### src/rtl/instr_prefetch_buffer.sv
// Word-aligned instruction prefetcher: issues req/gnt/rvalid fetches, buffers
// responses in a small FIFO for the fetch stage and flushes on redirect.
module instr_prefetch_buffer #(
  parameter int unsigned DEPTH           = 4,
  parameter int unsigned MAX_OUTSTANDING = 2
) (
  input  logic        clk,
  input  logic        rst_n,
  input  logic [31:0] boot_addr_i,
  input  logic        req_i,
  input  logic        branch_i,
  input  logic [31:0] branch_addr_i,
  input  logic        ready_i,
  output logic        valid_o,
  output logic [31:0] rdata_o,
  output logic [31:0] addr_o,
  output logic        err_o,
  output logic        busy_o,
  output logic        instr_req_o,
  output logic [31:0] instr_addr_o,
  input  logic        instr_gnt_i,
  input  logic        instr_rvalid_i,
  input  logic [31:0] instr_rdata_i,
  input  logic        instr_err_i
);
  localparam int unsigned PW = (DEPTH > 1) ? $clog2(DEPTH) : 1;
  localparam int unsigned CW = $clog2(DEPTH + 1);
  localparam int unsigned OW = $clog2(MAX_OUTSTANDING + 1);
  localparam int unsigned DW = $clog2(MAX_OUTSTANDING + 2);

  logic [31:0]   fetch_addr_q, fetch_addr_d;
  logic [31:0]   resp_addr_q, resp_addr_d;
  logic [31:0]   tgt_addr_q, tgt_addr_d;
  logic          tgt_pend_q, tgt_pend_d;
  logic          pend_q, pend_d;
  logic [OW-1:0] outst_q, outst_d;
  logic [DW-1:0] discard_q, discard_d;
  logic [CW-1:0] count_q, count_d;
  logic [PW-1:0] wr_ptr_q, rd_ptr_q;

  logic [31:0]   fifo_rdata_q [DEPTH];
  logic [31:0]   fifo_addr_q  [DEPTH];
  logic          fifo_err_q   [DEPTH];

  logic [31:0]   boot_fetch;
  logic [31:0]   branch_target;
  logic          credit_ok;
  logic          grant;
  logic          push;
  logic          pop;
  logic          unused_bits;

  assign boot_fetch    = {boot_addr_i[31:8], 8'h80};
  assign branch_target = {branch_addr_i[31:2], 2'b00};
  assign unused_bits   = ^{boot_addr_i[7:0], branch_addr_i[1:0]};

  // Count responses in flight against FIFO space so a push can never overflow.
  assign credit_ok    = (32'(outst_q) < MAX_OUTSTANDING) &&
                        ((32'(count_q) + 32'(outst_q)) < DEPTH);
  assign instr_req_o  = pend_q | (req_i & ~branch_i & credit_ok);
  assign instr_addr_o = fetch_addr_q;
  assign grant        = instr_req_o & instr_gnt_i;
  assign push         = instr_rvalid_i & ~branch_i & (discard_q == '0);
  assign valid_o      = (count_q != '0) & ~branch_i;
  assign pop          = valid_o & ready_i;
  assign busy_o       = (outst_q != '0) | instr_req_o;

  assign rdata_o = fifo_rdata_q[rd_ptr_q];
  assign addr_o  = fifo_addr_q[rd_ptr_q];
  assign err_o   = fifo_err_q[rd_ptr_q];

  always_comb begin
    fetch_addr_d = fetch_addr_q;
    resp_addr_d  = resp_addr_q;
    tgt_addr_d   = tgt_addr_q;
    tgt_pend_d   = tgt_pend_q;
    pend_d       = pend_q;
    outst_d      = outst_q + OW'(grant) - OW'(instr_rvalid_i);
    discard_d    = discard_q;
    count_d      = count_q + CW'(push) - CW'(pop);

    if (grant) begin
      pend_d       = 1'b0;
      tgt_pend_d   = 1'b0;
      fetch_addr_d = tgt_pend_q ? tgt_addr_q : fetch_addr_q + 32'd4;
    end else if (instr_req_o) begin
      pend_d = 1'b1;
    end

    if (branch_i) begin
      count_d     = '0;
      resp_addr_d = branch_target;
      // Everything still in flight, including a request stuck waiting for gnt, is stale.
      discard_d   = DW'(outst_q) - DW'(instr_rvalid_i) + DW'(pend_q);
      if (pend_q && !instr_gnt_i) begin
        tgt_pend_d = 1'b1;
        tgt_addr_d = branch_target;
      end else begin
        tgt_pend_d   = 1'b0;
        fetch_addr_d = branch_target;
      end
    end else begin
      if (instr_rvalid_i && (discard_q != '0)) begin
        discard_d = discard_q - DW'(1);
      end
      if (push) begin
        resp_addr_d = resp_addr_q + 32'd4;
      end
    end
  end

  always_ff @(posedge clk) begin
    if (!rst_n) begin
      fetch_addr_q <= boot_fetch;
      resp_addr_q  <= boot_fetch;
      tgt_addr_q   <= '0;
      tgt_pend_q   <= 1'b0;
      pend_q       <= 1'b0;
      outst_q      <= '0;
      discard_q    <= '0;
      count_q      <= '0;
    end else begin
      fetch_addr_q <= fetch_addr_d;
      resp_addr_q  <= resp_addr_d;
      tgt_addr_q   <= tgt_addr_d;
      tgt_pend_q   <= tgt_pend_d;
      pend_q       <= pend_d;
      outst_q      <= outst_d;
      discard_q    <= discard_d;
      count_q      <= count_d;
    end
  end

  always_ff @(posedge clk) begin
    if (!rst_n || branch_i) begin
      wr_ptr_q <= '0;
      rd_ptr_q <= '0;
    end else begin
      if (push) wr_ptr_q <= wr_ptr_q + PW'(1);
      if (pop)  rd_ptr_q <= rd_ptr_q + PW'(1);
    end
  end

  for (genvar gi = 0; gi < DEPTH; gi++) begin : g_entry
    always_ff @(posedge clk) begin
      if (!rst_n) begin
        fifo_rdata_q[gi] <= '0;
        fifo_addr_q[gi]  <= '0;
        fifo_err_q[gi]   <= 1'b0;
      end else if (push && (wr_ptr_q == PW'(gi))) begin
        fifo_rdata_q[gi] <= instr_rdata_i;
        fifo_addr_q[gi]  <= resp_addr_q;
        fifo_err_q[gi]   <= instr_err_i;
      end
    end
  end

  always_ff @(posedge clk) begin
    if (rst_n) begin
      assert (!(push && (count_q == CW'(DEPTH))));
    end
  end
endmodule

### config.mk
export PLATFORM = sky130hd
export DESIGN_NAME = instr_prefetch_buffer
export DESIGN_NICKNAME = d
export VERILOG_FILES = /design/src/rtl/instr_prefetch_buffer.sv
export SDC_FILE = /design/constraint.sdc
export NUM_CORES = 1
export LEC_CHECK = 0
export CAP_MARGIN = 0
export CORE_MARGIN = 8
export CORE_UTILIZATION = 52
export CTS_BUF_LIST = sky130_fd_sc_hd__clkbuf_4
export DETAILED_ROUTE_END_ITERATION = 6
export GPL_TIMING_DRIVEN = 0
export PLACE_DENSITY = 0.75
export SLEW_MARGIN = 20
export SYNTH_ARGS = -nofsm -noshare
export SYNTH_HDL_FRONTEND = slang
export SYNTH_SLANG_ARGS = --single-unit
### constraint.sdc
create_clock -name clk -period 3.2 [get_ports clk]
set_clock_uncertainty 0.05 [all_clocks]
set_input_delay 0.48 -clock clk [delete_from_list [all_inputs] [get_ports clk]]
set_output_delay 0.48 -clock clk [all_outputs]
set_load 0.005 [all_outputs]
; Word-level counts from Yosys, hierarchy flattened
; Memories as Yosys holds them, arrays and structs flattened. A register that Yosys moved wholly into a read port is not among the register bits.
; Index checks and enable logic that the tools add are counted.
[word_totals]
input_bits = 104
latch_bits = 0
register_bits = 107
elab_cells = 122
ramBits = 260
out_inout_bits = 100
mem_count = 3
rom_bits = 0
[op_classes]
addsub = 12
n_eq_ne = 4
bitwise = 23
div = 0
muxes = 44
shifts = 0
reduce_logical = 21
n_lt_le_gt_ge = 2
mul = 0
[memory_table]
columns = memory, words, width, rd, rd_clocked_by_memory_dff, wr, line_no
row1 = fifo_addr_q, 4, 32, 1, 1, 4, 42  ; logic [31:0] fifo_addr_q [DEPTH];
row2 = fifo_rdata_q, 4, 32, 1, 1, 4, 41  ; logic [31:0] fifo_rdata_q [DEPTH];
row3 = fifo_err_q, 4, 1, 1, 1, 4, 43  ; logic fifo_err_q [DEPTH];
[ops]
columns = operator, count
row1 = 2-to-1 mux 32 bit, 16
row2 = adder 32 x 3 -> 32 bit (second input constant), 2
row3 = 2-to-1 mux 1 bit, 20
row4 = 2-to-1 mux 2 bit, 8
row5 = bitwise OR 1 bit, 14
row6 = nonzero test 2 bit, 5
row7 = AND 1 bit, 7
row8 = logical AND 1 bit, 7
row9 = adder 2 x 1 -> 2 bit, 2
row10 = adder 2 x 1 -> 2 bit (second input constant), 2
row11 = adder 3 x 2 -> 4 bit, 1
row12 = equality test 2 bit (second input constant), 2
row13 = logical NOT 2 bit, 2
row14 = < comparator 4 x 3 -> 1 bit (second input constant), 1
row15 = OR reduction 2 bit, 2
row16 = subtractor 2 x 1 -> 2 bit, 2
row17 = adder 3 x 1 -> 3 bit, 1
row18 = inequality test 3 x 1 -> 1 bit (second input constant), 1
row19 = nonzero test 3 bit, 1
row20 = subtractor 3 x 1 -> 3 bit, 1
row21 = equality test 2 x 1 -> 1 bit (second input constant), 1
row22 = logical NOT 1 bit, 2
row23 = < comparator 2 bit (second input constant), 1
row24 = NOT 1 bit, 2
row25 = other kinds (3), 3

; Longest topological paths before layout
; Gate-level depths: netlist of run 1.
[depth]
ltp_word = 10
ltp_mapped = 14
depth_no_buf = 11

; Worst setup path before layout of run 1
; Ideal clock, no wire load.
[synth_path]
path_type = input to register
from = input port rst_n
to = memory fifo_addr_q[0][10] (enable)
t_required_ps = 2469
arrival_time_ps = 2392
setup_slack_ps = 77
setup_time_ps = 681
path_buffers = 3
cell_stages = 4
path_cell_list = clkbuf_1 clkbuf_1 buf_1 nand2_1
[synth_rtl]
columns = item, line_no
row1 = "start, declared", 8  ; input logic rst_n,
row2 = "end, declared", 42

==> run_results.csv, run 1 <==
group,metric,value,unit
logic_synthesis,synthTopCellsByArea,"edfxtp_1, dfxtp_1, and2_1",
worst_setup_path,critical_path_buf_inv_count,5,
cts,cts_made_buffers,93,
placement,post_dp_cell_area,19600,sq um
cts,clockRootBuffer,"clkbuf_4",
placement,dp.cells,2025,
die,fp.dieW,197,um
cts,clock_latency,0.75,ns
status,status,"finished, final reports clean",
grt,antenna_found_initial,1,
final_layout,area_growth,22.7,%
grt,grt_max_degree,49,
die,boundaryPins,204,
die,row_count,66,
timing,tightest_slew,0.828,ns
drt,post_drt_wl_per_cell,21.6,um
drt,drt_iter0_markers,1044,
drt,drt_wl_total,47.3,mm
placement,place_ws,-1.12,ns
logic_synthesis,synth_seq_cells,359,
logic_synthesis,yosysSeqAreaShare,0.585,
worst_setup_path,cp_slowest_cell,"clkdlybuf4s15_2",
timing,post-route-period-util,0.980,
placement,place.gp.congestion,0.967,
logic_synthesis,synth_ff_type,"edfxtp_1",
logic_synthesis,postSynthCellCount,1387,
grt,grt_overflow,0,
grt,grt_pass1_wl,72.7,mm
final_layout,final_area,20800,sq um
grt,grt_pass1_vias,12900,
power,ir_worst_vdd,0.222,mV
timing,fin_ws,0.0627,ns
timing,hold_viol,0,
timing,fmax,319,MHz
logic_synthesis,synth_edf_count,275,
worst_setup_path,crit_type,"in -> reg",
placement,dp_hpwl,33.1,mm
worst_setup_path,crit_fanout,34,
grt,track_usage,0.244,
logic_synthesis,synth_most_common_cell,"edfxtp_1",
cts,clock_path_buffers,3,
final_layout,final_cells,2190,
timing,drv_slew,0,
hold_path,hold_end,"instr_addr_o[12]$_DFF_P_",
logic_synthesis,synthesis.area,17000,sq um
cts,clkTransAtPathRegs,0.06,ns
worst_setup_path,ff2ff_setup_slack,0.38,ns
drt,vias_per_cell,5.64,
worst_setup_path,cpPeakStageDelay,0.63,ns
logic_synthesis,synth_top_area_cell,"edfxtp_1",
drt,drtPass1Iterations,5,
run,drv_cap,0,
final_layout,fin_util,0.644,
worst_setup_path,cp-end-kind,"register",
timing,timing.final.crit_period,3.14,ns
timing,whs,0.330,ns
die,die_height,197,um
hold_path,hold_start,"boot_addr_i[12]",
worst_setup_path,crit_chain,"clkdlybuf4s50_1 -> clkbuf_1 -> clkbuf_1 -> clkdlybuf4s15_2 -> nand2_4 -> buf_12",
final_layout,nFillCells,2587,
logic_synthesis,synth_top_area_share,0.486,
logic_synthesis,synth_area_per_cell,12.2,sq um
worst_setup_path,crit_required,3.59,ns
cts,cts_tree,"built",
logic_synthesis,synth_cell_types,73,
logic_synthesis,yosys_warnings,0,
die,die-area,38700,sq um
cts,htreeDepth,3,
power,power.leakage,7.61,nW
power,power_density,520,nW/um^2
drt,ant_nets,0,
timing,setup_viol,0,
worst_setup_path,r2r-end,"outst_q[1]$_SDFF_PN0_",
worst_setup_path,r2r_cells,14,
worst_setup_path,reg2reg_from,"outst_q[1]$_SDFF_PN0_",
worst_setup_path,cp_data_arrival_time,3.53,ns
drt,drc,0,
final_layout,nNetsFinal,1795,
timing,rsz0062_at_grt,"no",
hold_path,hold_class,"in -> reg",
worst_setup_path,crit_path_frequent_cell,"clkbuf_1",
die,start_util,0.525,
worst_setup_path,cpLargestDelayFamily,"buffers and inverters",
logic_synthesis,synth_commonest_cells,"edfxtp_1, and2_1, nand2_1",
placement,portBuffers,191,
worst_setup_path,cp-start-kind,"primary input",
final_layout,drive_gt1_frac,0.158,
drt,vias,12400,
timing,maxSlewHeadroom,0.446,
logic_synthesis,async_flop_share,0,
die,core_area,32400,sq um
hold_path,hold_depth,3,
cts,cts.sinks,359,
[how the worst max path moves through the flow]
stage               startpoint                           endpoint  slack (ns)  depth (start not counted)
floorplan                rst_n   fifo_addr_q[0][10]$_SDFFCE_PN0P_        0.08                          4
global placement         rst_n  fifo_rdata_q[1][28]$_SDFFCE_PN0P_       -2.72                          5
detailed placement       rst_n  fifo_rdata_q[1][21]$_SDFFCE_PN0P_       -1.12                          6
CTS                   register                         addr_o[25]       -0.15                          3
global route          register                         addr_o[11]        0.02                          3
finish                   rst_n   fifo_rdata_q[1][9]$_SDFFCE_PN0P_        0.06                          6
[cell type report]
class | count | area [sq um] | share of cell area
antenna | 1 | 2.50 | 0.000120
buffer | 94 | 428 | 0.0205
clock buffer | 148 | 1110 | 0.0533
clock inverter | 18 | 100 | 0.00480
inverter | 20 | 77.6 | 0.00372
multi-input combinational | 912 | 6610 | 0.317
sequential | 359 | 9950 | 0.477
tap | 442 | 553 | 0.0265
timing repair buffer | 196 | 2010 | 0.0967
[cells by family (layout without fill, tap and decap cells)]
logic type / count (synthesis) / count (layout) / synth area share
flip-flops: 359 / 359 / 0.585
AO/OA/AOI/OAI: 205 / 205 / 0.0773
multiplexers: 69 / 69 / 0.0872
adder cells (fa/ha/maj): 15 / 15 / 0.0115
AND/OR/NAND/NOR: 576 / 576 / 0.187
other: 1 / 3 / 0.000221
XOR/XNOR: 45 / 45 / 0.0232
buffers and inverters: 117 / 476 / 0.0283
[power by group]
part / internal, mW / leakage [nW] / switching [mW] / total [mW]
Combinational: 0.636 / 3.32 / 0.645 / 1.28
Sequential: 5.30 / 3.55 / 0.212 / 5.51
Clock: 2.17 / 0.741 / 1.88 / 4.05
Total: 8.10 / 7.61 / 2.74 / 10.8
[worst register-to-register path, cell delays in order (launching register included)]
cell     delay, ns
dfxtp_2       0.36
ha_1          0.30
nand3_2       0.09
a31o_4        0.25
buf_4         0.17
and2_1        0.17
buf_6         0.15
inv_4         0.10
buf_6         0.22
ha_1          0.27
inv_1         0.06
ha_1          0.14
xor2_1        0.17
xnor2_1       0.13
nor2_1        0.05
[state kept, by name (all words and copies together) (netlist names), 2 cells and up, named ones only]
signal and cells:
wr_ptr_q 2, fifo_rdata_q 128, tgt_addr_q 30, outst_q 2, discard_q 2, rd_ptr_q 2
resp_addr_q 30, instr_addr_o 32, fifo_err_q 4, fifo_addr_q 120, count_q 3
[stage by stage]
stage          TNS (ns)  power, mW
2_1_floorplan         0       6.16
3_3_place_gp    -692.78       6.85
3_5_place_dp    -254.99       6.88
4_1_cts           -6.12       10.9
5_1_grt               0       11.3
6_report              0       10.8
[layer usage]
metal,share of wire,routed length [um],track usage,vias up
met5,0,0,0,-
met3,0.087,4130,0.0583,88
met2,0.48,22800,0.405,563
li1,-,-,-,5717
met4,0.026,1220,0.0892,0
met1,0.41,19200,0.308,5994
[placed cells by master, fill, tap and decap left out, types with 6 or more instances in the layout]
cell type and instances:
a31oi_1 15, nand2_1 120, a221o_1 8, clkdlybuf4s50_1 191
a21oi_1 65, a211oi_1 10, nand4_1 19, dfxtp_1 81
clkinv_1 9, and4_1 6, clkbuf_1 67, a21o_1 9
nand3_1 24, and2_1 260, and3_1 23, nor2b_1 17
o21ai_0 45, buf_2 7, buf_4 7, nor2_1 55
nor3_1 18, ha_1 14, mux4_2 63, xnor2_1 26
edfxtp_1 275, clkbuf_4 148, xor2_1 19, inv_1 19
o211ai_1 8
[timing repair]
item | 4_1_cts | 5_1_grt
hold buffers | 0 | 0
setup buffers | 1 | 0
gates resized for setup | 10 | 18
pin swaps | 1 | 0
setup endpoints to repair | 282 | 86
(Power assumes the default switching activity.)
==> run 2: changes to the inputs <==
--- a/config.mk
+++ b/config.mk
@@ -6,12 +6,14 @@
 export NUM_CORES = 1
 export LEC_CHECK = 0
 export CAP_MARGIN = 0
-export CORE_MARGIN = 8
-export CORE_UTILIZATION = 52
+export CELL_PAD_IN_SITES_DETAIL_PLACEMENT = 0
+export CELL_PAD_IN_SITES_GLOBAL_PLACEMENT = 2
+export CORE_MARGIN = 1
+export CORE_UTILIZATION = 36
 export CTS_BUF_LIST = sky130_fd_sc_hd__clkbuf_4
 export DETAILED_ROUTE_END_ITERATION = 6
 export GPL_TIMING_DRIVEN = 0
-export PLACE_DENSITY = 0.75
+export PLACE_DENSITY = 0.76
 export SLEW_MARGIN = 20
 export SYNTH_ARGS = -nofsm -noshare
 export SYNTH_HDL_FRONTEND = slang
==> run_results.csv, run 2 (same netlist as run 1, synthesis figures left out) <==
group,metric,value,unit
cts,clock_path_buffers,3,
power,internal_power,8.19,mW
worst_setup_path,crit_end,"instr_req_o",
cts,cts_tree,"built",
timing,post-route-period-util,0.961,
cts,clkTransAtPathRegs,0.07,ns
worst_setup_path,worstSetupStartpoint,"outst_q[1]$_SDFF_PN0_",
die,die-area,48100,sq um
drt,drt_wl_total,50.2,mm
final_layout,area_growth,24.5,%
worst_setup_path,crit_fanout,7,
worst_setup_path,cp-start-kind,"register",
timing,rsz0062_at_grt,"yes",
cts,clock_latency,0.85,ns
timing,maxSlewHeadroom,0.285,
grt,grt_pass1_vias,12400,
cts,cts.sinks,359,
drt,drtPass1Iterations,7,
final_layout,fin_util,0.454,
hold_path,hold_depth,3,
drt,ant_nets,0,
worst_setup_path,cpPeakStageDelay,0.51,ns
timing,drv_slew,0,
grt,track_usage,0.213,
cts,clockRootBuffer,"clkbuf_4",
final_layout,final_cell_mix,"edfxtp_1, and2_1, clkdlybuf4s50_1, clkbuf_4, nand2_1",
worst_setup_path,cp_slowest_cell,"clkdlybuf4s50_1",
power,power_frac_comb,0.117,
timing,setup_tns,0,ns
die,boundaryPins,204,
final_layout,final_common_cell,"edfxtp_1",
timing,fmax,325,MHz
drt,drc,0,
worst_setup_path,r2r-end,"outst_q[1]$_SDFF_PN0_",
drt,drt_iter0_markers,866,
final_layout,regArea,9950,sq um
worst_setup_path,ff2ff_setup_slack,0.37,ns
power,clockPowerShare,0.384,
drt,post_drt_wl_per_cell,21.2,um
grt,grt_max_degree,40,
grt,antenna_found_initial,2,
worst_setup_path,r2r_cells,14,
final_layout,multi_input_area,6610,sq um
final_layout,nNetsFinal,1805,
die,row_count,79,
final_layout,final_cells,2369,
timing,timing.final.crit_period,3.08,ns
grt,grt_pass1_wl,75.0,mm
worst_setup_path,crit_chain,"ha_1 -> nor3_4 -> a31o_4 -> buf_4 -> clkdlybuf4s50_1",
final_layout,nFillCells,4427,
power,p_total,11.0,mW
final_layout,largest_register_ffs,128,
placement,dp.cells,2190,
placement,place.gp.congestion,0.900,
cts,htreeDepth,3,
timing,setup_viol,0,
placement,dp_hpwl,34.7,mm
drt,vias,12100,
worst_setup_path,reg2reg_from,"outst_q[1]$_SDFF_PN0_",
power,swShare,0.257,
power,power_frac_seq,0.499,
grt,grt_overflow,0,
worst_setup_path,crit_required,2.67,ns
worst_setup_path,crit_type,"reg -> out",
final_layout,drive_gt1_frac,0.162,
die,start_util,0.365,
hold_path,hold_class,"in -> reg",
final_layout,final_area,21100,sq um
placement,post_dp_cell_area,19800,sq um
worst_setup_path,cp-end-kind,"primary output",
run,drv_cap,0,
status,status,"finished, final reports clean",
cts,cts_made_buffers,99,
die,die_height,219,um
final_layout,top_register,"fifo_rdata_q",
power,power.leakage,7.66,nW
power,p_sw,2.84,mW
timing,tightest_slew,1.07,ns
placement,portBuffers,191,
drt,vias_per_cell,5.11,
worst_setup_path,cp_data_arrival_time,2.55,ns
die,core_area,46600,sq um
die,fp.dieW,219,um
power,power_density,522,nW/um^2
timing,hold_viol,0,
power,ir_worst_vdd,0.247,mV
## run 2: per-stage QoR
stage,worst slack (ns),hold WS [ns]
global route,-0.0784,0.191
floorplan,0.0766,0.381
detailed placement,-0.872,0.393
global placement,-3.34,0.389
CTS,-0.0496,0.175
finish,0.123,0.247
## run 2: cell type report
class / count / share of cell area
sequential: 359 / 0.470
multi-input combinational: 912 / 0.312
timing repair buffer: 200 / 0.0966
clock buffer: 154 / 0.0547
tap: 607 / 0.0359
buffer: 94 / 0.0203
clock inverter: 18 / 0.00550
inverter: 20 / 0.00367
antenna: 5 / 0.000592
## run 2: routing by layer
layer,GRT usage,vias to the layer above,part of all wire
met2,0.356,411,0.48
met5,0,-,0
li1,-,5733,-
met1,0.268,5860,0.43
met4,0.0789,0,0.027
met3,0.0500,98,0.059
## run 2: what timing repair did
item / CTS / global route
setup buffers: 1 / 4
resized for setup: 21 / 5
pin swaps: 1 / 1
setup endpoints to repair: 64 / 100
hold buffers: 0 / 0
## run 2: worst min path at each step
| stage | endpoint | start |
|---|---|---|
| finish | instr_addr_o[9]$_DFF_P_ | boot_addr_i[9] |
| global route | instr_addr_o[9]$_DFF_P_ | boot_addr_i[9] |
| CTS | instr_addr_o[9]$_DFF_P_ | boot_addr_i[9] |
| detailed placement | tgt_addr_q[31]$_SDFFE_PN0P_ | tgt_addr_q[31]$_SDFFE_PN0P_ |
| global placement | tgt_addr_q[31]$_SDFFE_PN0P_ | tgt_addr_q[31]$_SDFFE_PN0P_ |
| floorplan | tgt_addr_q[24]$_SDFFE_PN0P_ | tgt_addr_q[24]$_SDFFE_PN0P_ |
## run 2: power by group through the flow
stage / combinational [mW] / clock, mW / sequential, mW
3_3_place_gp: 1.27 / 0 / 5.62
2_1_floorplan: 0.619 / 0 / 5.54
6_report: 1.29 / 4.23 / 5.51
4_1_cts: 1.30 / 4.38 / 5.51
5_1_grt: 1.40 / 4.60 / 5.54
3_5_place_dp: 1.30 / 0 / 5.61
## run 2: worst max-delay path, delay by kind of cell, from the launching register on
family | cells | cell delay, ns
buf+inv | 2 | 0.68
compound gates | 1 | 0.19
simple gates | 1 | 0.23
fa+ha+maj | 1 | 0.24
flops | 1 | 0.36
==> run 3: changes to the inputs <==
--- a/config.mk
+++ b/config.mk
@@ -11,6 +11,7 @@
 export CORE_MARGIN = 1
 export CORE_UTILIZATION = 36
 export CTS_BUF_LIST = sky130_fd_sc_hd__clkbuf_4
+export CTS_CLUSTER_SIZE = 10
 export DETAILED_ROUTE_END_ITERATION = 6
 export GPL_TIMING_DRIVEN = 0
 export PLACE_DENSITY = 0.76
==> run_results.csv, run 3 (same netlist as run 1, synthesis figures left out) <==
group,metric,value,unit
power,power.leakage,7.66,nW
timing,whs,0.269,ns
grt,grt_pass1_vias,12500,
grt,grt_pass1_wl,75.1,mm
cts,htreeDepth,3,
timing,setup_viol,0,
timing,hold_viol,0,
timing,fmax,325,MHz
die,die_height,219,um
cts,clock_latency,0.82,ns
cts,clkTransAtPathRegs,0.06,ns
timing,timing.final.crit_period,3.08,ns
timing,tightest_slew,1.07,ns
final_layout,final_cell_mix,"edfxtp_1, and2_1, clkdlybuf4s50_1, clkbuf_4, nand2_1",
die,row_count,79,
hold_path,hold_start,"boot_addr_i[12]",
status,status,"finished, final reports clean",
timing,maxSlewHeadroom,0.281,
placement,place.gp.congestion,0.900,
final_layout,final_cells,2371,
worst_setup_path,ff2ff_setup_slack,0.35,ns
final_layout,area_growth,24.4,%
worst_setup_path,r2r_cells,14,
drt,drt_iter0_markers,827,
worst_setup_path,reg2reg_from,"outst_q[1]$_SDFF_PN0_",
worst_setup_path,r2r-end,"outst_q[1]$_SDFF_PN0_",
worst_setup_path,crit_type,"reg -> out",
drt,post_drt_wl_per_cell,21.2,um
cts,clock_path_buffers,3,
final_layout,top_register,"fifo_rdata_q",
drt,drt_wl_total,50.2,mm
drt,vias_per_cell,5.12,
drt,vias,12100,
grt,grt_overflow,0,
placement,dp_hpwl,34.7,mm
drt,ant_nets,0,
cts,clockRootBuffer,"clkbuf_4",
worst_setup_path,crit_required,2.67,ns
placement,portBuffers,191,
hold_path,hold_class,"in -> reg",
hold_path,hold_depth,3,
die,boundaryPins,204,
placement,place_ws,-0.872,ns
cts,cts.sinks,359,
run,drv_cap,0,
worst_setup_path,crit_chain,"buf_4 -> mux4_2 -> clkdlybuf4s50_1",
grt,track_usage,0.213,
timing,rsz0062_at_grt,"yes",
hold_path,hold_end,"instr_addr_o[12]$_DFF_P_",
cts,ctsHoldBuffers,0,
timing,fin_ws,0.120,ns
die,die-area,48100,sq um
worst_setup_path,cpPeakStageDelay,0.56,ns
final_layout,largest_register_ffs,128,
power,ir_worst_vdd,0.246,mV
worst_setup_path,cp_data_arrival_time,2.55,ns
drt,drtPass1Iterations,5,
final_layout,nNetsFinal,1805,
die,fp.dieW,219,um
worst_setup_path,cp-end-kind,"primary output",
timing,drv_slew,0,
final_layout,drive_gt1_frac,0.163,
placement,dp.cells,2190,
grt,grt_max_degree,40,
cts,cts_made_buffers,100,
die,core_area,46600,sq um
power,p_total,11.0,mW
drt,drc,0,
worst_setup_path,cp-start-kind,"register",
power,power_density,521,nW/um^2
worst_setup_path,crit_fanout,10,
final_layout,final_common_cell,"edfxtp_1",
worst_setup_path,cp_slowest_cell,"mux4_2",
timing,post-route-period-util,0.962,
cts,cts_tree,"built",
grt,antenna_found_initial,2,
die,start_util,0.365,
run 3: stage by stage:
| stage | setup TNS (ns) | instance area, sq um | util |
|---|---|---|---|
| final | 0 | 21100 | 0.454 |
| after global routing | -1.55 | 21100 | 0.454 |
| after detailed placement | -228.02 | 19800 | 0.425 |
| after CTS | -0.460 | 21100 | 0.453 |
| after global placement | -888.93 | 19700 | 0.422 |
| after floorplan | 0 | 17000 | - |
run 3: layer usage:
layer  GRT usage  up-vias  share of wire
met5           0        -              0
met4      0.0773        0          0.026
met3      0.0513       99          0.065
met2       0.358      443           0.48
met1       0.266     5859           0.42
li1            -     5735              -
run 3: what timing repair did:
item / 4_1_cts / 5_1_grt
setup buffers: 1 / 3
gates resized for setup: 21 / 4
pin swaps: 1 / 0
setup endpoints to repair: 64 / 106
run 3: final cells by class:
type                       instances  area, sq um
antenna                            5         12.5
buffer                            94          429
clock buffer                     157         1180
clock inverter                    18         91.3
fill                            4412        25400
inverter                          20         77.6
multi-input combinational        912         6600
sequential                       359         9950
tap                              607          759
timing repair buffer             199         2040
run 3: worst max-delay path by stage:
stage,from,to,cells after the start,slack (ns)
floorplan,rst_n,fifo_addr_q[0][10]$_SDFFCE_PN0P_,4,0.08
global placement,rst_n,fifo_rdata_q[3][28]$_SDFFCE_PN0P_,5,-3.34
detailed placement,rst_n,fifo_rdata_q[1][28]$_SDFFCE_PN0P_,6,-0.87
CTS,register,rdata_o[5],3,-0.04
global route,register,rdata_o[26],3,-0.07
finish,register,addr_o[16],3,0.12
run 3: worst max-delay path: cells and delay by family (launching register included):
| kind | cells | cell delay (ns) |
|---|---|---|
| buffers and inverters | 2 | 0.74 |
| flip-flops | 1 | 0.44 |
| multiplexers | 1 | 0.56 |
run 3: power by group:
| part | total, mW | internal (mW) | leakage, nW | switching [mW] |
|---|---|---|---|---|
| combinational | 1.29 | 0.632 | 3.34 | 0.656 |
| clock | 4.21 | 2.22 | 0.763 | 2.00 |
| sequential | 5.51 | 5.30 | 3.55 | 0.210 |
| total | 11.0 | 8.15 | 7.66 | 2.86 |
